`src/rtl/display_scan_controller_if.sv`:
```
// Bundle between a scan-controller user and display_scan_controller: buffer load,
// enables and masks in; decoder nibble, anode enables, blank flag and frame tick out.
interface display_scan_controller_if #(
   parameter int NUM_DIGITS = 4
);
   logic                    enable;
   logic                    load;
   logic [4*NUM_DIGITS-1:0] digits_bcd;
   logic [NUM_DIGITS-1:0]   blank_mask;
   logic [3:0]              bcd_out;
   logic [NUM_DIGITS-1:0]   digit_sel;
   logic                    blank_out;
   logic                    frame_tick;

   modport master (
      output enable, load, digits_bcd, blank_mask,
      input  bcd_out, digit_sel, blank_out, frame_tick
   );

   modport slave (
      input  enable, load, digits_bcd, blank_mask,
      output bcd_out, digit_sel, blank_out, frame_tick
   );
endinterface

```
`src/rtl/display_scan_controller.sv`:
```
// Time-multiplexes one BCD-to-7-segment decoder over NUM_DIGITS common-anode digits with a
// double-buffered value and an all-dark guard between digits. Option: LEADING_ZERO_BLANK_EN.
module display_scan_controller #(
   parameter int NUM_DIGITS   = 4,
   parameter int REFRESH_DIV  = 50000,
   parameter int GUARD_CYCLES = 500,
   parameter int CNT_W        = 16
) (
   input logic                      clk,
   input logic                      reset,
   display_scan_controller_if.slave bus
);
   localparam int IDX_W = $clog2(NUM_DIGITS);
   localparam int BUF_W = 4 * NUM_DIGITS;
   localparam logic [CNT_W-1:0] SHOW_LAST  = CNT_W'(REFRESH_DIV - 1);
   localparam logic [CNT_W-1:0] GUARD_LAST = (GUARD_CYCLES > 0) ? CNT_W'(GUARD_CYCLES - 1) : '0;
   localparam logic [IDX_W-1:0] IDX_LAST   = IDX_W'(NUM_DIGITS - 1);

   typedef enum logic [1:0] {IDLE, SHOW, GUARD} state_t;

   state_t           state, nxt_state;
   logic [IDX_W-1:0] idx, nxt_idx;
   logic [CNT_W-1:0] cnt, nxt_cnt;
   logic [BUF_W-1:0] shadow, nxt_shadow;
   logic [BUF_W-1:0] pending;
   logic             pend_v;
   logic             frame_start;

   function automatic logic [3:0] nibble_at(input logic [BUF_W-1:0] sh,
                                            input logic [IDX_W-1:0] i);
      nibble_at = 4'hF;
      for (int k = 0; k < NUM_DIGITS; k++)
         if (i == IDX_W'(k)) nibble_at = sh[4*k +: 4];
   endfunction

   function automatic logic [NUM_DIGITS-1:0] anode_sel(input logic [IDX_W-1:0] i);
      anode_sel = '1;
      for (int k = 0; k < NUM_DIGITS; k++)
         if (i == IDX_W'(k)) anode_sel[k] = 1'b0;
   endfunction

   // Walks from the top digit down so zero_above means "this digit and all above are 0".
   function automatic logic digit_blanked(input logic [BUF_W-1:0]      sh,
                                          input logic [IDX_W-1:0]      i,
                                          input logic [NUM_DIGITS-1:0] mask);
`ifdef LEADING_ZERO_BLANK_EN
      logic zero_above;
      zero_above = 1'b1;
`endif
      digit_blanked = 1'b0;
      for (int k = NUM_DIGITS - 1; k >= 0; k--) begin
`ifdef LEADING_ZERO_BLANK_EN
         zero_above = zero_above & (sh[4*k +: 4] == 4'h0);
`endif
         if (i == IDX_W'(k)) begin
            digit_blanked = mask[k];
`ifdef LEADING_ZERO_BLANK_EN
            if (k > 0) digit_blanked = digit_blanked | zero_above;
`endif
         end
      end
   endfunction

   always_comb begin
      nxt_state   = state;
      nxt_idx     = idx;
      nxt_cnt     = cnt;
      nxt_shadow  = shadow;
      frame_start = 1'b0;
      if (!bus.enable) begin
         nxt_state = IDLE;
         nxt_idx   = '0;
         nxt_cnt   = '0;
      end else begin
         case (state)
            IDLE: begin
               nxt_state   = SHOW;
               nxt_idx     = '0;
               nxt_cnt     = '0;
               frame_start = 1'b1;
            end
            SHOW: begin
               if (cnt != SHOW_LAST) begin
                  nxt_cnt = cnt + 1'b1;
               end else if (GUARD_CYCLES > 0) begin
                  nxt_state = GUARD;
                  nxt_cnt   = '0;
               end else begin
                  nxt_state = SHOW;
                  nxt_cnt   = '0;
                  if (idx == IDX_LAST) begin
                     nxt_idx     = '0;
                     frame_start = 1'b1;
                  end else begin
                     nxt_idx = idx + 1'b1;
                  end
               end
            end
            GUARD: begin
               if (cnt != GUARD_LAST) begin
                  nxt_cnt = cnt + 1'b1;
               end else begin
                  nxt_state = SHOW;
                  nxt_cnt   = '0;
                  if (idx == IDX_LAST) begin
                     nxt_idx     = '0;
                     frame_start = 1'b1;
                  end else begin
                     nxt_idx = idx + 1'b1;
                  end
               end
            end
            default: nxt_state = IDLE;
         endcase
      end
      // Shadow only changes on a frame boundary, so a frame never mixes two values.
      if (frame_start && pend_v) nxt_shadow = pending;
   end

   always_ff @(posedge clk) begin
      if (reset) begin
         state          <= IDLE;
         idx            <= '0;
         cnt            <= '0;
         shadow         <= '0;
         pending        <= '0;
         pend_v         <= 1'b0;
         bus.digit_sel  <= '1;
         bus.bcd_out    <= 4'hF;
         bus.blank_out  <= 1'b1;
         bus.frame_tick <= 1'b0;
      end else begin
         state          <= nxt_state;
         idx            <= nxt_idx;
         cnt            <= nxt_cnt;
         shadow         <= nxt_shadow;
         bus.frame_tick <= frame_start;
         // A load coinciding with a frame start keeps pend_v so it lands next frame.
         if (bus.load) begin
            pending <= bus.digits_bcd;
            pend_v  <= 1'b1;
         end else if (frame_start) begin
            pend_v  <= 1'b0;
         end
         if (nxt_state == SHOW && !digit_blanked(nxt_shadow, nxt_idx, bus.blank_mask)) begin
            bus.digit_sel <= anode_sel(nxt_idx);
            bus.bcd_out   <= nibble_at(nxt_shadow, nxt_idx);
            bus.blank_out <= 1'b0;
         end else begin
            bus.digit_sel <= '1;
            bus.bcd_out   <= 4'hF;
            bus.blank_out <= 1'b1;
         end
      end
   end
endmodule

```
`src/flat_wrapper.sv`:
```
// flat-port wrapper written by rule: the top's interface ports become plain ports
module display_scan_controller_flat 
#(
   parameter int NUM_DIGITS   = 4,
   parameter int REFRESH_DIV  = 50000,
   parameter int GUARD_CYCLES = 500,
   parameter int CNT_W        = 16
)
  (clk, reset, bus_enable, bus_load, bus_digits_bcd, bus_blank_mask, bus_bcd_out, bus_digit_sel, bus_blank_out, bus_frame_tick);
  display_scan_controller_if #(.NUM_DIGITS(NUM_DIGITS)) bus_i ();
  input logic clk;
  input logic reset;
  input wire logic [$bits(bus_i.enable)-1:0] bus_enable;
  input wire logic [$bits(bus_i.load)-1:0] bus_load;
  input wire logic [$bits(bus_i.digits_bcd)-1:0] bus_digits_bcd;
  input wire logic [$bits(bus_i.blank_mask)-1:0] bus_blank_mask;
  output wire logic [$bits(bus_i.bcd_out)-1:0] bus_bcd_out;
  output wire logic [$bits(bus_i.digit_sel)-1:0] bus_digit_sel;
  output wire logic [$bits(bus_i.blank_out)-1:0] bus_blank_out;
  output wire logic [$bits(bus_i.frame_tick)-1:0] bus_frame_tick;
  assign bus_i.enable = bus_enable;
  assign bus_i.load = bus_load;
  assign bus_i.digits_bcd = bus_digits_bcd;
  assign bus_i.blank_mask = bus_blank_mask;
  assign bus_bcd_out = bus_i.bcd_out;
  assign bus_digit_sel = bus_i.digit_sel;
  assign bus_blank_out = bus_i.blank_out;
  assign bus_frame_tick = bus_i.frame_tick;
  display_scan_controller #(.NUM_DIGITS(NUM_DIGITS), .REFRESH_DIV(REFRESH_DIV), .GUARD_CYCLES(GUARD_CYCLES), .CNT_W(CNT_W)) u_core (.clk(clk), .reset(reset), .bus(bus_i));
endmodule
```
`config.mk`:
```
export PLATFORM = sky130hd
export DESIGN_NAME = display_scan_controller_flat
export DESIGN_NICKNAME = d
export VERILOG_FILES = /design/src/rtl/display_scan_controller_if.sv /design/src/rtl/display_scan_controller.sv /design/src/flat_wrapper.sv
export SDC_FILE = /design/constraint.sdc
export NUM_CORES = 1
export LEC_CHECK = 0
export CORE_ASPECT_RATIO = 0.8
export CORE_UTILIZATION = 49
export CTS_CLUSTER_SIZE = 28
export DETAILED_ROUTE_END_ITERATION = 8
export GPL_ROUTABILITY_DRIVEN = 0
export PLACE_DENSITY = 0.79
export SLEW_MARGIN = 20
export SYNTH_ARGS = -nofsm -noshare
export SYNTH_HDL_FRONTEND = slang
export SYNTH_SLANG_ARGS = --single-unit
```
`constraint.sdc`:
```
create_clock -name clk -period 2.6 [get_ports clk]
set_input_delay 0.26 -clock clk [delete_from_list [all_inputs] [get_ports clk]]
set_output_delay 0.26 -clock clk [all_outputs]
set_load 0.01 [all_outputs]
```
==> flow_metrics.env, run 1 <==
export IMPL_first_iter_violations=115
export IMPL_cp_num_buf_inv=1
export IMPL_cts_sinks=63
export IMPL_dp_hpwl_um=4040
export IMPL_wl_per_cell_um=13.7
export IMPL_vias=2119
export IMPL_dieArea_mm2=0.00582
export IMPL_reg2reg_depth=9
export IMPL_crit_arrival_ns=2.73
export IMPL_grt_max_degree=35
export IMPL_grt_pass1_vias=2015
export IMPL_dp_cells=386
export IMPL_layout_min_cycle_time_ns=2.51
export IMPL_multiInputGateArea_mm2=0.00141
export IMPL_fmax_mhz=398
export IMPL_synth_simple_gate_area_share_pct=21.9
export IMPL_worst_slew_pin_slew_ns=0.434
export IMPL_critical_path_endpoint_type="flip-flop"
export IMPL_route_final_wire_length_um=5590
export IMPL_grtUsageMet1_pct=29.4
export IMPL_rows=23
export IMPL_final_fill_count=402
export IMPL_setup_viol_count_final=0
export IMPL_rsz0062_at_grt="yes"
export IMPL_cts_htree_levels=3
export IMPL_min_period_over_period_pct=96.6
export IMPL_drv_cap=0
export IMPL_antenna_found_initial=0
export IMPL_syn_inst=285
export IMPL_coreArea_mm2=0.00515
export IMPL_cp_cell_sequence="ha_4, nor4b_4, buf_4, nand2_2, or4_4, a21bo_4, a311o_1, a221oi_4, nand3_1"
export IMPL_clock_latency_ns=0.35
export IMPL_grt_use_total_pct=21.3
export IMPL_die_w_um=85.1
export IMPL_start_util_pct=52.5
export IMPL_finalHoldViolations=0
export IMPL_clockBufferDepth=2
export IMPL_hold_slack_ns=0.491
export IMPL_synthArstFlopShare_pct=0
export IMPL_seqCellArea_mm2=0.00126
export IMPL_cts_root_buf="clkbuf_8"
export IMPL_ys_seq_elements=63
export IMPL_synth_nets=316
export IMPL_synth_compound_area_share_pct=8.23
export IMPL_ir_drop_v=0.000370
export IMPL_drc_errors=0
export IMPL_die_y_um=68.5
export IMPL_p_total_mw=1.91
export IMPL_fin_skew_ns=0.00985
export IMPL_crit_type="flip-flop to flip-flop"
export IMPL_dpl_cell_area_mm2=0.00321
export IMPL_cpPeakStageDelay_ns=0.44
export IMPL_cts_hold_buffers=0
export IMPL_drtPass1Iterations=4
export IMPL_startpoint_type="flip-flop"
export IMPL_min_path_cells=2
export IMPL_yosysSeqAreaShare_pct=46.6
export IMPL_met2_usage_pct=30.4
export IMPL_worstPathRequired_ns=2.81
export IMPL_crit_cells=9
export IMPL_drtAntennaViolNets=0
export IMPL_gr_total_overflow=0
export IMPL_fin_cells=408
export IMPL_hold_class="flip-flop to flip-flop"
export IMPL_crit_family="compound AO/OA/AOI/OAI gates"
export IMPL_total_leakage_power_nw=1.33
export IMPL_syn_area_mm2=0.00271
export IMPL_nets=372
export IMPL_muxShareOfSynthArea_pct=13.7
export IMPL_avgSynthCellArea_um2=9.49
export IMPL_synth_fa_ha_area_share_pct=3.24
export IMPL_drive_above_1_share_pct=14.5
export IMPL_max_slew_margin_pct=71.1
export IMPL_syn_to_final_growth_pct=27.8
export IMPL_cts_buffers_inserted=9
export IMPL_status="completed"
export IMPL_grt_pass1_wl_um=9320
export IMPL_clk_pin_slew_ns=0.08
export IMPL_grt_busiest_layer="met2"
export IMPL_port_buffers=33
export IMPL_ys_flop_type="dfxtp_1"
export IMPL_critPathSlowestCell="or4_4"
export IMPL_yosysWarnings=0
export IMPL_grt_use_met3_pct=7.72
export IMPL_synth_edf_count=0
export IMPL_viasPerCell=5.19
export IMPL_synth_top_family_by_area="simple AND/OR/NAND/NOR gates"
export IMPL_design_area_mm2=0.00346
export IMPL_cts_tree="yes"
export IMPL_ios=34
export IMPL_path_max_fanout=8
export IMPL_slew_violations=0
export IMPL_num_antenna_cells=0
export IMPL_synthXorXnorAreaFrac_pct=4.21
export IMPL_synthDistinctLibCells=42
export IMPL_power_density_mw_per_mm2=553
[power by group]
part	internal (mW)	switching (mW)	total, mW
clock	0.354	0.411	0.765
sequential	0.991	0.0137	1.00
combinational	0.0803	0.0614	0.142
[cell families (layout without fill, tap and decap cells)]
| family | Yosys count | after routing |
|---|---|---|
| mux | 37 | 37 |
| compound gates | 27 | 27 |
| buf+inv | 14 | 75 |
| simple gates | 124 | 124 |
| fa+ha+maj | 7 | 7 |
| flops | 63 | 63 |
| xor+xnor | 13 | 13 |
[cell usage in the layout (no fill, tap or decap), types with 2 or more instances in the layout]
cell / n
a21o_1: 3
a21oi_1: 6
a221o_1: 4
and2_1: 2
and3_1: 3
and4_1: 2
buf_4: 20
clkbuf_8: 9
clkdlybuf4s50_1: 33
clkinv_4: 2
clkinvlp_4: 3
dfxtp_1: 61
dfxtp_2: 2
ha_1: 6
inv_1: 5
inv_6: 2
mux2i_1: 36
nand2_1: 20
nand2b_1: 2
nand3_1: 14
nand4_1: 2
nor2_1: 60
nor2b_1: 5
nor3_1: 3
o21ai_0: 5
xnor2_1: 4
xor2_1: 9
[per-layer routing]
| layer | routed length (um) | up-vias |
|---|---|---|
| met1 | 2840 | 982 |
| met4 | 62 | 0 |
| met2 | 2450 | 40 |
| met5 | 0 | - |
| met3 | 232 | 6 |
| li1 | - | 1091 |
[metrics by stage]
stage,utilization (%),setup slack [ns],setup TNS (ns)
finish,67.1,0.0874,0
global route,67.1,-0.0616,-0.195
CTS,65.9,0.0363,0
detailed placement,62.3,-0.0302,-0.0361
global placement,62.3,0.0420,0
floorplan,-,0.0276,0
[worst reg2reg max path: cells and delay by family (launching register included)]
family	cells	cell delay (ns)
AOI/OAI and AO/OA	3	0.87
and+or+nand+nor	4	0.84
DFF	1	0.37
buffers and inverters	1	0.16
adders and majority gates	1	0.14
[area by class of cell]
cell class	instances	area share, %
clock buffers	9	3.58
well taps	62	2.24
inverters	5	0.543
clock inverters	7	1.67
flip-flops and latches	63	36.6
multi-input cells	208	40.9
repair buffers	54	14.5
[synthesized netlist by cell type (2+ instances only)]
master     n  share of area [%]
a221o_1    4                1.5
nor2b_1    5                1.2
xnor2_1    4                1.3
nor2_1    60                8.3
nand4_1    2               0.46
mux2i_1   36                 13
clkbuf_1   8                1.1
xor2_1     9                2.9
and2_1     2               0.46
and4_1     2               0.65
nand2_1   20                2.8
nand3_1   14                2.6
a21oi_1    6                1.1
ha_1       7                3.2
inv_1      5               0.69
and3_1     3               0.69
dfxtp_1   63                 47
a21o_1     3               0.83
nor3_1     4               0.74
o21ai_0    5               0.92
nand2b_1   2               0.46
[timing repair]
| action | in CTS | in global routing |
|---|---|---|
| buffers inserted | 0 | 6 |
| resized for setup | 2 | 3 |
| endpoints found under the hold margin | 0 | 0 |
| setup endpoints to repair | 7 | 8 |
| pin swaps | 2 | 9 |
[flip-flops by register name, indices dropped and copies added (netlist names)]
register / flops
u_core.bus.bcd_out: 4
u_core.bus.blank_out: 1
u_core.bus.digit_sel: 4
u_core.bus.frame_tick: 1
u_core.cnt: 16
u_core.idx: 2
u_core.pend_v: 1
u_core.pending: 16
u_core.shadow: 16
u_core.state: 2
[final timing paths]
path | startpoint | to | slack (ns)
worst max-delay path | u_core.cnt[1] | u_core.bus.bcd_out[1] | 0.09
worst min-delay path | u_core.shadow[7] | u_core.shadow[7] | 0.49
worst max register to register | u_core.cnt[1] | u_core.bus.bcd_out[1] | 0.09
worst min register to register | u_core.shadow[7] | u_core.shadow[7] | 0.49
No activity file was read; power rests on OpenSTA's default activity.
==> inputs of run 2 (changes only) <==
--- a/config.mk
+++ b/config.mk
@@ -11,6 +11,7 @@
 export DETAILED_ROUTE_END_ITERATION = 8
 export GPL_ROUTABILITY_DRIVEN = 0
 export PLACE_DENSITY = 0.79
+export SETUP_SLACK_MARGIN = 0.3
 export SLEW_MARGIN = 20
 export SYNTH_ARGS = -nofsm -noshare
 export SYNTH_HDL_FRONTEND = slang
==> run 2 against run 1 <==
Compared with the run above:
- cell area is 2.6% higher
- count of clock-buffer cells in the layout rose by 1
- core utilization grew 1.8 points
- setup slack improved by 0.039 ns
- via count up 3.0%
- register-to-register slack better by 0.04 ns
- routed wire length is 8.3% higher
- non-clock buffer count rose by 1
- global-route usage about the same
==> flow_metrics.env, run 2 (same netlist as run 1, synthesis figures left out) <==
export IMPL_coreArea_mm2=0.00515
export IMPL_reg2reg_depth=8
export IMPL_netSwitchingFraction_pct=23.9
export IMPL_gr_total_overflow=0
export IMPL_crit_type="flip-flop to flip-flop"
export IMPL_cts_sinks=63
export IMPL_grt_max_degree=35
export IMPL_grt_pass1_wl_um=9220
export IMPL_final_common_cell="nor2_1"
export IMPL_finalSetupTns_ns=0
export IMPL_multiInputGateArea_mm2=0.00146
export IMPL_fmax_mhz=404
export IMPL_grt_use_total_pct=21.3
export IMPL_grt_pass1_vias=1993
export IMPL_p_clk_share_pct=43.2
export IMPL_power_density_mw_per_mm2=572
export IMPL_port_buffers=33
export IMPL_hold_start="u_core.shadow[1]"
export IMPL_power_switching_uw=484
export IMPL_dpl_cell_area_mm2=0.00322
export IMPL_hold_slack_ns=0.499
export IMPL_cpPeakStageDelay_ns=0.58
export IMPL_status="completed"
export IMPL_drtAntennaViolNets=0
export IMPL_layout_min_cycle_time_ns=2.47
export IMPL_final_fill_count=395
export IMPL_drc_errors=0
export IMPL_syn_to_final_growth_pct=31.1
export IMPL_num_antenna_cells=0
export IMPL_setup_viol_count_final=0
export IMPL_cts_root_buf="clkbuf_8"
export IMPL_r2r_start="u_core.cnt[5]"
export IMPL_cts_htree_levels=3
export IMPL_route_final_wire_length_um=6050
export IMPL_crit_arrival_ns=2.71
export IMPL_rsz0062_at_grt="yes"
export IMPL_path_max_fanout=4
export IMPL_fin_skew_ns=0.00685
export IMPL_dieArea_mm2=0.00582
export IMPL_finalHoldViolations=0
export IMPL_cts_buffers_inserted=9
export IMPL_seqCellArea_mm2=0.00127
export IMPL_combPwrFrac_pct=7.4
export IMPL_startpoint_type="flip-flop"
export IMPL_antenna_found_initial=0
export IMPL_clk_pin_slew_ns=0.07
export IMPL_critical_path_endpoint_type="flip-flop"
export IMPL_wl_per_cell_um=14.8
export IMPL_ir_drop_v=0.000502
export IMPL_critPathSlowestCell="or4_4"
export IMPL_drv_cap=0
export IMPL_ios=34
export IMPL_rows=23
export IMPL_reg2reg_to="u_core.bus.digit_sel[3]"
export IMPL_max_slew_margin_pct=76.9
export IMPL_nets=373
export IMPL_min_period_over_period_pct=95.1
export IMPL_clockBufferDepth=2
export IMPL_crit_family="simple AND/OR/NAND/NOR gates"
export IMPL_die_y_um=68.5
export IMPL_hold_class="flip-flop to flip-flop"
export IMPL_mostFrequentLayoutCells="nor2_1 (60), dfxtp_1 (57), mux2i_1 (36), clkdlybuf4s50_1 (33), buf_4 (19)"
export IMPL_drive_above_1_share_pct=19.0
export IMPL_reg2reg_slack_ns=0.13
export IMPL_first_iter_violations=107
export IMPL_seqPwrFrac_pct=49.4
export IMPL_cts_hold_buffers=0
export IMPL_vias=2183
export IMPL_design_area_mm2=0.00355
export IMPL_total_leakage_power_nw=1.36
export IMPL_cp_cell_sequence="and4_4, nand4_1, or4_4, a21bo_4, a311o_1, a221oi_4, buf_6, nand3_2"
export IMPL_cp_num_buf_inv=1
export IMPL_clock_latency_ns=0.35
export IMPL_slew_violations=0
export IMPL_start_util_pct=52.5
export IMPL_dp_hpwl_um=4080
export IMPL_worstPathRequired_ns=2.84
export IMPL_viasPerCell=5.34
export IMPL_whs_endpoint="u_core.shadow[1]"
export IMPL_cts_tree="yes"
export IMPL_die_w_um=85.1
export IMPL_worst_slew_pin_slew_ns=0.342
export IMPL_min_path_cells=2
export IMPL_drtPass1Iterations=4
export IMPL_reg_top3="u_core.cnt x16, u_core.pending x16, u_core.shadow x16"
export IMPL_internal_power_mw=1.54
run 2: changes by cell type in the layout (fill, tap and decap cells not counted), sizes merged:
| cell | change |
|---|---|
| buf | +1 |
| bufinv | +1 |
| clkbuf | +1 |
| clkinv | -2 |
| clkinvlp | +1 |
| inv | -1 |
run 2: power groups by stage:
stage | clock (mW) | combinational [mW] | sequential [mW]
final | 0.876 | 0.150 | 1.00
after global placement | 0 | 0.139 | 1.02
after floorplan | 0 | 0.0739 | 1.02
after global routing | 0.939 | 0.161 | 1.01
after detailed placement | 0 | 0.143 | 1.03
after CTS | 0.889 | 0.145 | 1.00
run 2: worst min-delay path: stages, from the launching register on:
cell     delay [ns]
dfxtp_1        0.31
mux2i_1        0.08
nor2_1         0.08
run 2: routing by layer:
layer	share of wire, %	global-route usage [%]	routed length, um
met1	47	28.6	2850
met2	45	32.1	2730
met3	6.5	7.60	393
met4	1.2	6.99	71
met5	0	0	0
run 2: worst max path at each step:
stage	start	to	slack, ns	cells after the start
final	u_core.cnt[5]	u_core.bus.digit_sel[3]	0.13	8
after global routing	u_core.cnt[3]	u_core.bus.bcd_out[3]	0.04	8
after CTS	u_core.cnt[0]	u_core.bus.digit_sel[3]	0.18	9
after detailed placement	u_core.cnt[0]	u_core.bus.digit_sel[3]	0.02	8
after global placement	u_core.cnt[0]	u_core.bus.digit_sel[3]	0.09	8
after floorplan	u_core.cnt[1]	u_core.bus.digit_sel[3]	0.16	8
run 2: cell type report:
class	instances	area share, %
inverter	5	0.529
multi-input combinational	208	41.1
tap	62	2.19
clock buffer	10	3.88
sequential	63	35.8
clock inverter	6	1.94
timing repair buffer	55	14.5
run 2: what timing repair did:
item | in CTS | in global routing
pin swaps | 6 | 3
setup endpoints to repair | 8 | 22
setup buffers | 7 | 2
endpoints found under the hold margin | 0 | 0
resized for setup | 9 | 10
gates cloned | 0 | 0
run 2: stage by stage:
step	util, %	power, mW	cells	worst slack, ns
final	68.9	2.03	409	0.126
after global routing	68.9	2.11	409	0.0404
after CTS	68.0	2.04	407	0.184
after detailed placement	62.5	1.17	384	0.0174
after global placement	62.5	1.16	384	0.0902
after floorplan	-	1.10	285	0.162
==> inputs of run 3 (changes only) <==
--- a/config.mk
+++ b/config.mk
@@ -11,7 +11,7 @@
 export DETAILED_ROUTE_END_ITERATION = 8
 export GPL_ROUTABILITY_DRIVEN = 0
 export PLACE_DENSITY = 0.79
-export SETUP_SLACK_MARGIN = 0.3
+export SETUP_SLACK_MARGIN = 0.05
 export SLEW_MARGIN = 20
 export SYNTH_ARGS = -nofsm -noshare
 export SYNTH_HDL_FRONTEND = slang
==> run 3 against run 2 <==
Compared with the run above:
- sequential cell count unchanged
- core utilization about the same
- total power increased by 4.4%
- combinational power about the same
- cell area about the same
- register-to-register slack lost 0.13 ns
- count of clock-buffer cells in the layout is the same
- critical path type unchanged
- highest routed layer unchanged
==> flow_metrics.env, run 3 (same netlist as run 1, synthesis figures left out) <==
export IMPL_wl_per_cell_um=14.4
export IMPL_final_common_cell="dfxtp_1"
export IMPL_nets=373
export IMPL_grt_max_degree=35
export IMPL_critical_path_endpoint_type="flip-flop"
export IMPL_clock_latency_ns=0.35
export IMPL_rsz0062_at_grt="yes"
export IMPL_dp_hpwl_um=4050
export IMPL_fmax_mhz=385
export IMPL_path_max_fanout=5
export IMPL_hold_class="flip-flop to flip-flop"
export IMPL_grt_use_total_pct=21.7
export IMPL_grt_pass1_vias=2019
export IMPL_layout_min_cycle_time_ns=2.60
export IMPL_cts_sinks=63
export IMPL_drc_errors=0
export IMPL_finalHoldViolations=0
export IMPL_drv_cap=0
export IMPL_worst_slew_pin_slew_ns=0.426
export IMPL_die_w_um=85.1
export IMPL_fin_cells=409
export IMPL_worstPathRequired_ns=2.84
export IMPL_port_buffers=33
export IMPL_power_density_mw_per_mm2=597
export IMPL_cts_buffers_inserted=9
export IMPL_dpl_cell_area_mm2=0.00323
export IMPL_gr_total_overflow=0
export IMPL_crit_type="flip-flop to flip-flop"
export IMPL_antenna_found_initial=0
export IMPL_fin_skew_ns=0.0102
export IMPL_num_antenna_cells=0
export IMPL_die_y_um=68.5
export IMPL_hold_slack_ns=0.499
export IMPL_final_fill_count=399
export IMPL_ios=34
export IMPL_cts_hold_buffers=0
export IMPL_mostFrequentLayoutCells="dfxtp_1 (61), nor2_1 (60), mux2i_1 (36), clkdlybuf4s50_1 (33), buf_4 (19)"
export IMPL_route_final_wire_length_um=5880
export IMPL_place_ws_ns=-0.0164
export IMPL_critPathSlowestCell="dfxtp_2"
export IMPL_setup_ws_ns=0.00112
export IMPL_first_iter_violations=148
export IMPL_cts_htree_levels=3
export IMPL_grt_pass1_wl_um=9490
export IMPL_drtPass1Iterations=4
export IMPL_cpPeakStageDelay_ns=0.37
export IMPL_cp_cell_sequence="ha_4, nor4b_4, buf_4, or2b_1, o31a_1, a22o_1, a311o_1, a221oi_4, buf_6, nand3_2"
export IMPL_setup_viol_count_final=0
export IMPL_viasPerCell=5.32
export IMPL_cts_root_buf="clkbuf_8"
export IMPL_max_slew_margin_pct=71.6
export IMPL_min_period_over_period_pct=100
export IMPL_reg_top3="u_core.cnt x16, u_core.pending x16, u_core.shadow x16"
export IMPL_clockBufferDepth=2
export IMPL_drtAntennaViolNets=0
export IMPL_start_util_pct=52.5
export IMPL_drive_above_1_share_pct=17.0
export IMPL_design_area_mm2=0.00355
export IMPL_vias=2177
export IMPL_rows=23
export IMPL_startpoint_type="flip-flop"
export IMPL_clk_pin_slew_ns=0.07
export IMPL_total_leakage_power_nw=1.37
export IMPL_dieArea_mm2=0.00582
export IMPL_syn_to_final_growth_pct=31.2
export IMPL_p_total_mw=2.12
export IMPL_cts_tree="yes"
export IMPL_min_path_cells=2
export IMPL_ir_drop_v=0.000300
export IMPL_coreArea_mm2=0.00515
export IMPL_status="completed"
export IMPL_dp_cells=388
export IMPL_slew_violations=0
export IMPL_reg2reg_depth=10
export IMPL_crit_arrival_ns=2.83
run 3: cell types whose count changed in the layout (fill, tap and decap cells not counted), moves of 2 or more:
cell / previous run / this run
nand3_2: 3 / 5
dfxtp_2: 5 / 2
nand3_1: 11 / 9
clkinvlp_4: 4 / 2
dfxtp_1: 57 / 61
run 3: critical path: cells and delay by family (launching register included):
family / cells / cell delay, ns
buf+inv: 2 / 0.34
fa+ha+maj: 1 / 0.14
flops: 1 / 0.37
compound gates: 4 / 1.14
simple gates: 3 / 0.50
run 3: final timing paths:
path / endpoint / slack, ns / start
worst min-delay path: u_core.shadow[3] / 0.50 / u_core.shadow[3]
worst max register to register: u_core.bus.bcd_out[1] / 0.001 / u_core.cnt[1]
worst min register to register: u_core.shadow[3] / 0.50 / u_core.shadow[3]
worst max-delay path: u_core.bus.bcd_out[1] / 0.001 / u_core.cnt[1]
run 3: stage by stage:
| step | util (%) | setup TNS, ns |
|---|---|---|
| 2_1_floorplan | - | 0 |
| 3_3_place_gp | 62.6 | 0 |
| 3_5_place_dp | 62.6 | -0.0347 |
| 4_1_cts | 67.8 | 0 |
| 5_1_grt | 68.9 | -0.566 |
| 6_report | 68.9 | 0 |
run 3: repair_timing:
| item | in CTS | in global routing |
|---|---|---|
| endpoints found under the setup margin | 8 | 8 |
| resized for setup | 1 | 13 |
| pin swaps | 0 | 5 |
| setup buffers | 4 | 1 |
run 3: final cells by class:
class                           count  area [um^2]  area share [%]
Clock inverter                      6         92.6            2.61
Timing Repair Buffer               55          515            14.5
Sequential cell                    63         1260            35.6
Clock buffer                       10          138            3.88
Inverter                            5         18.8           0.529
Multi-Input combinational cell    208         1440            40.7
Tap cell                           62         77.6            2.19
run 3: where the power goes:
| part | switching (mW) | internal [mW] |
|---|---|---|
| clock | 0.397 | 0.570 |
| combinational | 0.0642 | 0.0829 |
| sequential | 0.0128 | 0.991 |
| total | 0.474 | 1.64 |
run 3: per-layer routing:
layer	routed length (um)	track usage, %	vias up
met1	2880	29.5	1020
met3	309	7.00	7
met5	0	0	-
met2	2650	33.0	56
met4	46	6.99	0
li1	-	-	1094
